`config.mk`:
```
export PLATFORM = sky130hd
export DESIGN_NAME = if_stage
export DESIGN_NICKNAME = d
export VERILOG_FILES = /design/src/rtl/if_stage_pkg.sv /design/src/rtl/if_inst_queue.sv /design/src/rtl/if_stage.sv
export SDC_FILE = /design/constraint.sdc
export NUM_CORES = 1
export LEC_CHECK = 0
export CAP_MARGIN = 20
export CORE_MARGIN = 2
export CORE_UTILIZATION = 29
export DETAILED_ROUTE_END_ITERATION = 6
export SYNTH_ARGS = -nofsm -noshare
export SYNTH_HDL_FRONTEND = slang
export SYNTH_SLANG_ARGS = --single-unit
```
`constraint.sdc`:
```
create_clock -name clk -period 12.8 [get_ports clk]
set_input_delay 1.92 -clock clk [delete_from_list [all_inputs] [get_ports clk]]
set_output_delay 1.92 -clock clk [all_outputs]
set_load 0.1 [all_outputs]
```
`src/rtl/if_stage_pkg.sv`:
```
// Shared types and constants for the instruction-fetch stage.
package if_stage_pkg;

   localparam logic [31:0] RESET_PC_DEFAULT = 32'h1c00_0000;
   localparam int          INST_W           = 32;
   localparam int          CNT_W            = 3;

   typedef struct packed {
      logic [31:0]       pc;
      logic [INST_W-1:0] inst;
      logic              adef;
   } fetch_entry_t;

   localparam int FE_W = $bits(fetch_entry_t);

   function automatic logic is_misaligned(input logic [31:0] addr);
      return addr[1:0] != 2'b00;
   endfunction

endpackage

```
`src/rtl/if_inst_queue.sv`:
```
// Small synchronous FIFO of fetch entries; flush wins over push.
module if_inst_queue
   import if_stage_pkg::*;
#(
   parameter int DEPTH = 2
) (
   input  logic             clk,
   input  logic             reset,
   input  logic             push,
   input  logic [FE_W-1:0]  push_entry,
   input  logic             pop,
   input  logic             flush,
   output logic [CNT_W-1:0] count,
   output logic [FE_W-1:0]  head
);

   localparam int PTR_W = (DEPTH > 2) ? 2 : 1;

   logic [FE_W-1:0]  mem [DEPTH];
   logic [PTR_W-1:0] rd_ptr;
   logic [PTR_W-1:0] wr_ptr;

   function automatic logic [PTR_W-1:0] ptr_inc(input logic [PTR_W-1:0] p);
      return (p == PTR_W'(DEPTH - 1)) ? '0 : p + PTR_W'(1);
   endfunction

   // Pointer and occupancy bookkeeping.
   always_ff @(posedge clk) begin
      if (reset || flush) begin
         rd_ptr <= '0;
         wr_ptr <= '0;
         count  <= '0;
      end else begin
         if (push) wr_ptr <= ptr_inc(wr_ptr);
         if (pop)  rd_ptr <= ptr_inc(rd_ptr);
         count <= count + CNT_W'(push) - CNT_W'(pop);
      end
   end

   // Entry storage; contents are only meaningful while count covers them.
   always_ff @(posedge clk) begin
      if (push && !flush) mem[wr_ptr] <= push_entry;
   end

   assign head = mem[rd_ptr];

endmodule

```
`src/rtl/if_stage.sv`:
```
// Instruction-fetch stage: PC ownership, SRAM request issue, response
// bypass/buffering and branch redirect handling.
module if_stage
   import if_stage_pkg::*;
#(
   parameter logic [31:0] RESET_PC = RESET_PC_DEFAULT,
   parameter int          QDEPTH   = 2
) (
   input  logic        clk,
   input  logic        reset,
   input  logic        ds_allowin,
   input  logic        br_taken,
   input  logic [31:0] br_target,
   output logic        fs_to_ds_valid,
   output logic [31:0] fs_to_ds_pc,
   output logic [31:0] fs_to_ds_inst,
   output logic        fs_to_ds_adef,
   output logic        inst_sram_en,
   output logic [3:0]  inst_sram_we,
   output logic [31:0] inst_sram_addr,
   output logic [31:0] inst_sram_wdata,
   input  logic [31:0] inst_sram_rdata
);

   logic [31:0]      fetch_pc;
   logic [31:0]      pend_pc;
   logic             pending;
   logic             pend_adef;
   logic             stale;
   logic             halted;

   logic [CNT_W-1:0] q_count;
   logic [FE_W-1:0]  q_head_raw;
   fetch_entry_t     q_head;
   fetch_entry_t     resp_entry;
   fetch_entry_t     offer;

   logic             q_nonempty;
   logic             resp_live;
   logic             pop;
   logic             q_pop;
   logic             bypass;
   logic             resp_push;
   logic [CNT_W:0]   occ;
   logic [31:0]      req_addr;
   logic             misaligned;
   logic             slot;

   // Offer selection, space accounting and request issue.
   always_comb begin
      q_nonempty = (q_count != '0);
      resp_live  = pending && !stale;
      q_head     = fetch_entry_t'(q_head_raw);

      // A misaligned fetch travels as a pseudo-response with no SRAM access.
      resp_entry.pc   = pend_pc;
      resp_entry.inst = pend_adef ? '0 : inst_sram_rdata;
      resp_entry.adef = pend_adef;

      offer = '0;
      if (q_nonempty)     offer = q_head;
      else if (resp_live) offer = resp_entry;

      fs_to_ds_valid = !br_taken && (q_nonempty || resp_live);
      fs_to_ds_pc    = offer.pc;
      fs_to_ds_inst  = offer.inst;
      fs_to_ds_adef  = offer.adef;

      pop       = fs_to_ds_valid && ds_allowin;
      q_pop     = pop && q_nonempty;
      bypass    = pop && !q_nonempty;
      resp_push = resp_live && !br_taken && !bypass;

      // Occupancy after this edge, counting the response now on rdata.
      if (br_taken) occ = '0;
      else          occ = {1'b0, q_count} + (CNT_W+1)'(resp_live) - (CNT_W+1)'(pop);

      req_addr   = br_taken ? br_target : fetch_pc;
      misaligned = is_misaligned(req_addr);
      slot       = !reset && (!halted || br_taken) && (occ < (CNT_W+1)'(QDEPTH));

      inst_sram_en    = slot && !misaligned;
      inst_sram_addr  = req_addr;
      inst_sram_we    = 4'h0;
      inst_sram_wdata = 32'h0;
   end

   // Fetch PC, in-flight tracking and halt on misaligned fetch.
   always_ff @(posedge clk) begin
      if (reset) begin
         fetch_pc  <= RESET_PC;
         pend_pc   <= '0;
         pending   <= 1'b0;
         pend_adef <= 1'b0;
         stale     <= 1'b0;
         halted    <= 1'b0;
      end else begin
         pending   <= slot;
         pend_adef <= slot && misaligned;
         if (slot) pend_pc <= req_addr;

         if (slot)          fetch_pc <= req_addr + 32'd4;
         else if (br_taken) fetch_pc <= br_target;

         // Redirect without a replacement request: nothing on rdata next
         // cycle belongs to the new path.
         stale <= br_taken && !slot;

         if (slot && misaligned) halted <= 1'b1;
         else if (br_taken)      halted <= 1'b0;
      end
   end

   if_inst_queue #(
      .DEPTH (QDEPTH)
   ) u_queue (
      .clk        (clk),
      .reset      (reset),
      .push       (resp_push),
      .push_entry (resp_entry),
      .pop        (q_pop),
      .flush      (br_taken),
      .count      (q_count),
      .head       (q_head_raw)
   );

endmodule

```
==> results of run 1 <==
==> layout by cell type, fill, tap and decap left out, types with 3 or more instances in the layout <==
cell / count
nor2_1: 43
buf_4: 10
dfxtp_1: 73
inv_1: 34
edfxtp_1: 130
nand4_1: 10
clkinvlp_4: 3
clkdlybuf4s50_1: 164
mux2i_1: 103
a31oi_1: 5
clkinv_2: 6
xnor2_1: 4
nand2_1: 43
o21ai_0: 80
conb_1: 37
mux2_1: 3
o21ai_1: 5
nand2b_1: 7
nand3_1: 83
clkbuf_16: 23
clkbuf_1: 8
nor4_2: 10
nor4_1: 10
nor2b_1: 35
mux2_2: 6
nor3_1: 17
a21oi_1: 6
ha_1: 6
nor3b_1: 3
a211oi_2: 14
==> layer usage <==
metal	routed length (µm)	track usage [%]	vias up
met5	0	0	-
met4	514	2.968	0
met3	1382	3.069	31
li1	-	-	3374
met2	10250	20.66	185
met1	11980	19.21	3241
==> flip-flops by register name, indices dropped and copies added (netlist names), named ones only <==
name,cells
fetch_pc,32
halted,1
pend_adef,1
pend_pc,32
pending,1
stale,1
u_queue.count,3
u_queue.mem,130
u_queue.rd_ptr,1
u_queue.wr_ptr,1
==> per-stage QoR <==
stage	total power [W]	instance area (µm²)	util [%]
after global placement	0.001154	11690	34.95
final	0.001740	12370	36.98
after detailed placement	0.001156	11690	34.95
after floorplan	0.001065	9941	-
after CTS	0.001762	12370	36.98
after global routing	0.001812	12370	36.98
==> cells by family (layout without fill, tap and decap cells) <==
group / count (synthesis) / count (layout)
simple gates: 279 / 279
flops: 204 / 204
buf+inv: 132 / 253
compound gates: 129 / 129
mux: 113 / 113
fa+ha+maj: 8 / 8
xor+xnor: 5 / 5
other cells: 1 / 37
==> cell type report <==
type                    count  area share, %
flip-flops and latches    204          43.57
multi-input cells         571          31.37
repair buffers            176          13.96
clock buffers              31          4.896
well taps                 448          4.532
inverters                  36          1.092
clock inverters            10         0.5867
==> synth_stat cells, types with 7 or more instances <==
| library cell | count |
|---|---|
| buf_4 | 40 |
| a211oi_2 | 14 |
| edfxtp_1 | 130 |
| inv_1 | 34 |
| o21ai_0 | 80 |
| mux2i_1 | 103 |
| clkbuf_1 | 35 |
| nand2b_1 | 7 |
| nor4_1 | 10 |
| dfxtp_1 | 74 |
| buf_1 | 7 |
| nand2_1 | 43 |
| nor2b_1 | 37 |
| nor4_2 | 10 |
| nand3_1 | 83 |
| nor3_1 | 18 |
| nor2_1 | 43 |
| buf_2 | 9 |
| nand4_1 | 10 |
==> report_power, final <==
| group | internal (W) | switching [W] | total, W |
|---|---|---|---|
| logic | 0.0000887 | 0.000301 | 0.000390 |
| clock network | 0.000335 | 0.000264 | 0.000599 |
| registers | 0.000731 | 0.0000197 | 0.000751 |
==> worst max path at each step <==
stage | endpoint | startpoint | slack, ns
6_report | inst_sram_en | br_taken | 4.96
5_1_grt | inst_sram_en | br_taken | 4.64
4_1_cts | inst_sram_en | br_taken | 4.96
3_5_place_dp | inst_sram_en | br_taken | 4.95
3_3_place_gp | inst_sram_en | br_taken | 5.00
2_1_floorplan | inst_sram_en | br_taken | 2.98
==> critical path, delay by kind of cell <==
kind | cells | cell delay, ns
fa+ha+maj | 2 | 0.70
buf+inv | 4 | 2.17
simple gates | 4 | 0.65
compound gates | 3 | 0.43
==> run summary, run 1 <==
### Synthesis
• **post-synthesis cell type count** 63
• **part of the Yosys area used for sequential elements** 54.92%
• **largest family of logic cells by synthesized area** simple AND/OR/NAND/NOR gates
• **share of the synthesized netlist area taken by xor and xnor gates** 0.4466%
• **simple logic cell fraction of the synthesized area** 15.63%
• **Post-Synthesis Cell Area** 9806 µm²
• **multiplexer share of the synthesized area** 11.78%
• **largest cells by area after synthesis** edfxtp_1, dfxtp_1, mux2i_1
• **Yosys top cell area share** 39.81%
• **gate count of the mapped netlist** 871
• **synthesized area divided by synthesized cell count** 11.26 µm²
• **Post-Synth Adder-Cell Area** 1.174%
• **number of warnings issued by yosys** 0
• **register bit count reported by yosys** 204
• **most instantiated flip-flop cell in the synthesis netlist** edfxtp_1
• **share of flip-flops with an asynchronous set or reset** 0%
• **compound-gate portion of the synthesized area** 8.894%
• **number of flops mapped to enable cells by yosys** 130
• **top cell type by total area after synthesis** edfxtp_1

### Setup path
• **critical path's slowest cell** clkdlybuf4s50_1
• **kind of launch point of the worst setup path** input port
• **worst setup path class** input port to output port
• **top fanout value on the critical path** 64
• **data arrival time at the worst-slack endpoint** 5.92 ns
• **critical path data required time** 10.88 ns
• **worst setup slack for register-to-register paths** 8.59 ns
• **kind of end point of the critical path** output port
• **highest cell delay on the worst timing path** 1.16 ns
• **Crit Reg-Reg Startpoint** u_queue.count[1]
• **series of cell instances along the critical path** buf_2 > buf_4 > a21oi_1 > and2_1 > ha_1 > nor2_1 > fa_1 > nor2_1 > a21o_1 > o211ai_4 > buf_4 > nor3_1 > clkdlybuf4s50_1
• **reg2reg path depth** 14
• **capture instance of the worst register-to-register path** fetch_pc[10]

### CTS
• **clock transition at the registers of the reported paths** 0.06 ns
• **root buf cell** clkbuf_16
• **quantity of gates resized following cts** 0
• **clock sink count** 204
• **hold bufs inserted after CTS** 0
• **Setup Fix Bufs, Post-CTS** 0
• **clock tree from TritonCTS** yes
• **Num CTS Buffers** 23
• **# H-tree levels** 1
• **clk_lat worst skew** 0.53 ns
• **maximum number of buffers from clock root to sink** 3

### Route
• **post-DR vias/cell** 4.628
• **number of routed nets with antenna violations** 0
• **total wire length** 24,120 µm
• **DR pass1 iterations** 5
• **Post-route DRC** 0
• **vias after detailed routing** 6,831
• **average routed wire per standard cell** 16.34 µm
• **initial DRC count** 346

### STA
• **max-slew violations** 0
• **Hold Violations, Final** 0
• **Setup violations, final** 0
• **worst setup skew after layout** 0.02771 ns
• **maximum clock rate** 127.6 MHz
• **slew at the pin closest to its max-slew limit** 1.134 ns
• **worst slack on hold paths** 0.4771 ns
• **worst relative slew slack** 24.16%
• **RSZ-0062 raised after global routing** false
• **aggregate negative setup slack** 0 ns
• **final period demand of the worst path** 7.839 ns
• **Final Worst Setup Slack** 4.961 ns
• **share of the clock period used by the worst path** 61.25%

### Hold path
• **hold path depth** 0
• **startpoint of the most critical hold path** pend_pc[17]
• **Hold Path Class** register to register
• **Endpoint, Worst Hold** u_queue.mem[0][50]

### Floorplanning
• **core outline area** 33,450 µm²
• **top-level port count** 203
• **Die Area** 35,300 µm²
• **die height** 187.9 µm
• **number of rows in the core area** 67
• **Die X** 187.9 µm
• **effective utilization at floorplan** 29.32%

### Power
• **Cell Pwr Density** 140.6 nW/µm²
• **leakage component of the power** 4.203 nW
• **largest voltage drop on the vdd net** 89.58 µV

### Final layout
• **Filler Cells Inserted** 3,275
• **growth of design area from synthesis to finish** 26.15%
• **Final Instance Count excl. Fillers** 1,476
• **area used by multi-input combinational logic** 3880 µm²
• **share of cells above drive strength 1** 9.339%
• **FF+latch area** 5389 µm²
• **ANT cells** 0
• **Net count, final** 1,088

### GRT
• **wire length of the first global-routing pass** 37,960 µm
• **maximum number of pins on one net before global-route repair** 79
• **antenna violations before repair** 0
• **final global-route overflow total** 0
• **vias in the first global route** 6,727
• **global router's overall resource usage** 13.43%

### Placement
• **Placed Instances** 1,435
• **post-detailed-placement half-perimeter wirelength** 15,640 µm
• **Setup Slack @ Placement** 4.953 ns
• **total of buffers placed on input and output ports** 166
• **final estimated routing congestion in global placement** 0.7615

### Flow run
• **number of violations of the max-capacitance limit** 0

### Outcome
• **run status** complete, no violations

No activity file was read; power rests on OpenSTA's default activity.
==> run 2, diff against run 1 <==
- clock period: 12.8 -> 7.2 ns (I/O delays scaled with it)
==> run 2 against run 1 <==
  * Worst hold slack improved by 0.0078 ns
  * Routed wire length increased by 3.4%
  * Die area stayed put
  * Clock power up 110%
==> run summary, run 2 (same netlist as run 1, synthesis figures left out) <==
### Setup path
• **top fanout value on the critical path** 73, +14%
• **series of cell instances along the critical path** nor3_2 > buf_4 > a21oi_2 > and2_1 > ha_1 > nor2_1 > fa_1 > nor2_1 > a21o_1 > o211ai_4 > nor3_2 > clkdlybuf4s50_1
• **critical path data required time** 6.12 ns, -4.76 ns
• **kind of end point of the critical path** output port
• **reg2reg path depth** 14, unchanged
• **data arrival time at the worst-slack endpoint** 4.44 ns, -1.48 ns
• **number of gates on the worst path with buffers counted** 12, -1
• **critical path's slowest cell** clkdlybuf4s50_1
• **kind of launch point of the worst setup path** register
• **count of buffering cells on the critical path with inverters included** 2, -2
• **cell type group with the largest total delay on the critical path** buffers and inverters
• **worst setup path class** register to output port
• **highest cell delay on the worst timing path** 1.15 ns, about the same

### GRT
• **wire length of the first global-routing pass** 38,810 µm, +2.2%
• **vias in the first global route** 6,716, -0.16%
• **maximum number of pins on one net before global-route repair** 74, -6.3%
• **final global-route overflow total** 0, unchanged
• **antenna violations before repair** 0, unchanged
• **global router's overall resource usage** 13.72%, +0.29 points

### Placement
• **post-detailed-placement half-perimeter wirelength** 16,180 µm, +3.4%
• **final estimated routing congestion in global placement** 0.7738, +1.6%
• **total of buffers placed on input and output ports** 166, unchanged

### Flow run
• **number of violations of the max-capacitance limit** 0, unchanged

### Power
• **Cell Pwr Density** 260.9 nW/µm², +86%
• **leakage component of the power** 4.280 nW, +1.8%
• **largest voltage drop on the vdd net** 139.4 µV, +56%

### Final layout
• **register ranked first by flip-flop count** u_queue.mem
• **ANT cells** 0, unchanged
• **Net count, final** 1,089, +0.092%
• **most frequent cells in the layout** clkdlybuf4s50_1, edfxtp_1, mux2i_1
• **share of cells above drive strength 1** 10.28%, +0.94 points
• **Largest regs** u_queue.mem x130, fetch_pc x32, pend_pc x32
• **growth of design area from synthesis to finish** 27.66%
• **commonest non-fill, non-tap cell in the layout** clkdlybuf4s50_1
• **Filler Cells Inserted** 3,222, -1.6%
• **Largest register FFs** 130, unchanged

### Floorplanning
• **effective utilization at floorplan** 29.32%, unchanged
• **core outline area** 33,450 µm², unchanged
• **Die Area** 35,300 µm², unchanged
• **Die X** 187.9 µm, unchanged
• **top-level port count** 203, unchanged
• **die height** 187.9 µm, unchanged
• **number of rows in the core area** 67, unchanged

### STA
• **worst slack on hold paths** 0.4849 ns, +0.007794 ns
• **share of the clock period used by the worst path** 76.64%
• **worst setup skew after layout** 0.005920 ns, -0.02179 ns
• **aggregate negative setup slack** 0 ns, unchanged
• **worst relative slew slack** 21.94%, -2.2 points
• **final period demand of the worst path** 5.518 ns
• **maximum clock rate** 181.2 MHz
• **RSZ-0062 raised after global routing** false
• **max-slew violations** 0, unchanged
• **slew at the pin closest to its max-slew limit** 1.167 ns, +0.03311 ns
• **Setup violations, final** 0, unchanged
• **Hold Violations, Final** 0, unchanged

### Hold path
• **hold path depth** 2, +2
• **Hold Path Class** register to register

### CTS
• **clock sink count** 204, unchanged
• **hold bufs inserted after CTS** 0, unchanged
• **maximum number of buffers from clock root to sink** 3, unchanged
• **quantity of gates resized following cts** 0, unchanged
• **clock transition at the registers of the reported paths** 0.06 ns, about the same
• **Setup Fix Bufs, Post-CTS** 0, unchanged
• **clk_lat worst skew** 0.51 ns, -0.02 ns
• **Num CTS Buffers** 24, +4.3%
• **# H-tree levels** 1, unchanged
• **root buf cell** clkbuf_16
• **clock tree from TritonCTS** yes

### Route
• **number of routed nets with antenna violations** 0, unchanged
• **initial DRC count** 423, +22%
• **total wire length** 24,940 µm, +3.4%
• **Post-route DRC** 0, unchanged
• **average routed wire per standard cell** 16.87 µm, +3.2%
• **DR pass1 iterations** 6, +1
• **post-DR vias/cell** 4.686, +1.3%
• **vias after detailed routing** 6,931, +1.5%

### Outcome
• **run status** complete, no violations

[run 2: tightest hold or removal path: stages, from the launching register on]
cell and delay (ns):
dfxtp_1 0.33, nand2_1 0.06, o21ai_1 0.05
[run 2: final cells by class]
cell class | count | area (µm²) | area share (%)
inverter | 36 | 135.1 | 1.079
multi-input combinational | 571 | 3889 | 31.06
clock buffer | 33 | 699.4 | 5.587
clock inverter | 11 | 118.9 | 0.9495
timing repair buffer | 176 | 1727 | 13.79
tap | 448 | 560.5 | 4.478
sequential | 204 | 5389 | 43.05
[run 2: worst paths after layout]
check,from,slack (ns),end
hold / removal,pend_pc[4],0.48,pend_pc[4]
hold reg to reg,pend_pc[4],0.48,pend_pc[4]
setup / recovery,u_queue.count[1],1.68,inst_sram_en
setup reg to reg,u_queue.count[1],2.96,fetch_pc[10]
[run 2: report_power, final]
part	switching [W]	internal (W)
clock	0.000482	0.000753
sequential	0.0000333	0.00130
combinational	0.000540	0.000158
total	0.00106	0.00221
[run 2: per-stage QoR]
step                      setup slack (ns)  cells  util (%)  power, W  cell area, µm²
final                                1.682   1479     37.43  0.003266           12520
after global routing                 1.340   1479     37.43  0.003387           12520
after CTS                            1.598   1479     37.43  0.003305           12520
after detailed placement             1.890   1435     34.98  0.002056           11700
after global placement               1.838   1435     34.98  0.002052           11700
after floorplan                     0.6030    907         -  0.001893            9950
[run 2: routing by layer]
layer	global-route usage (%)	vias up	part of all wire [%]
li1	-	3379	-
met1	20.06	3299	50
met2	20.85	227	42
met3	2.770	26	6.9
met4	2.998	0	1.3
met5	0	-	0
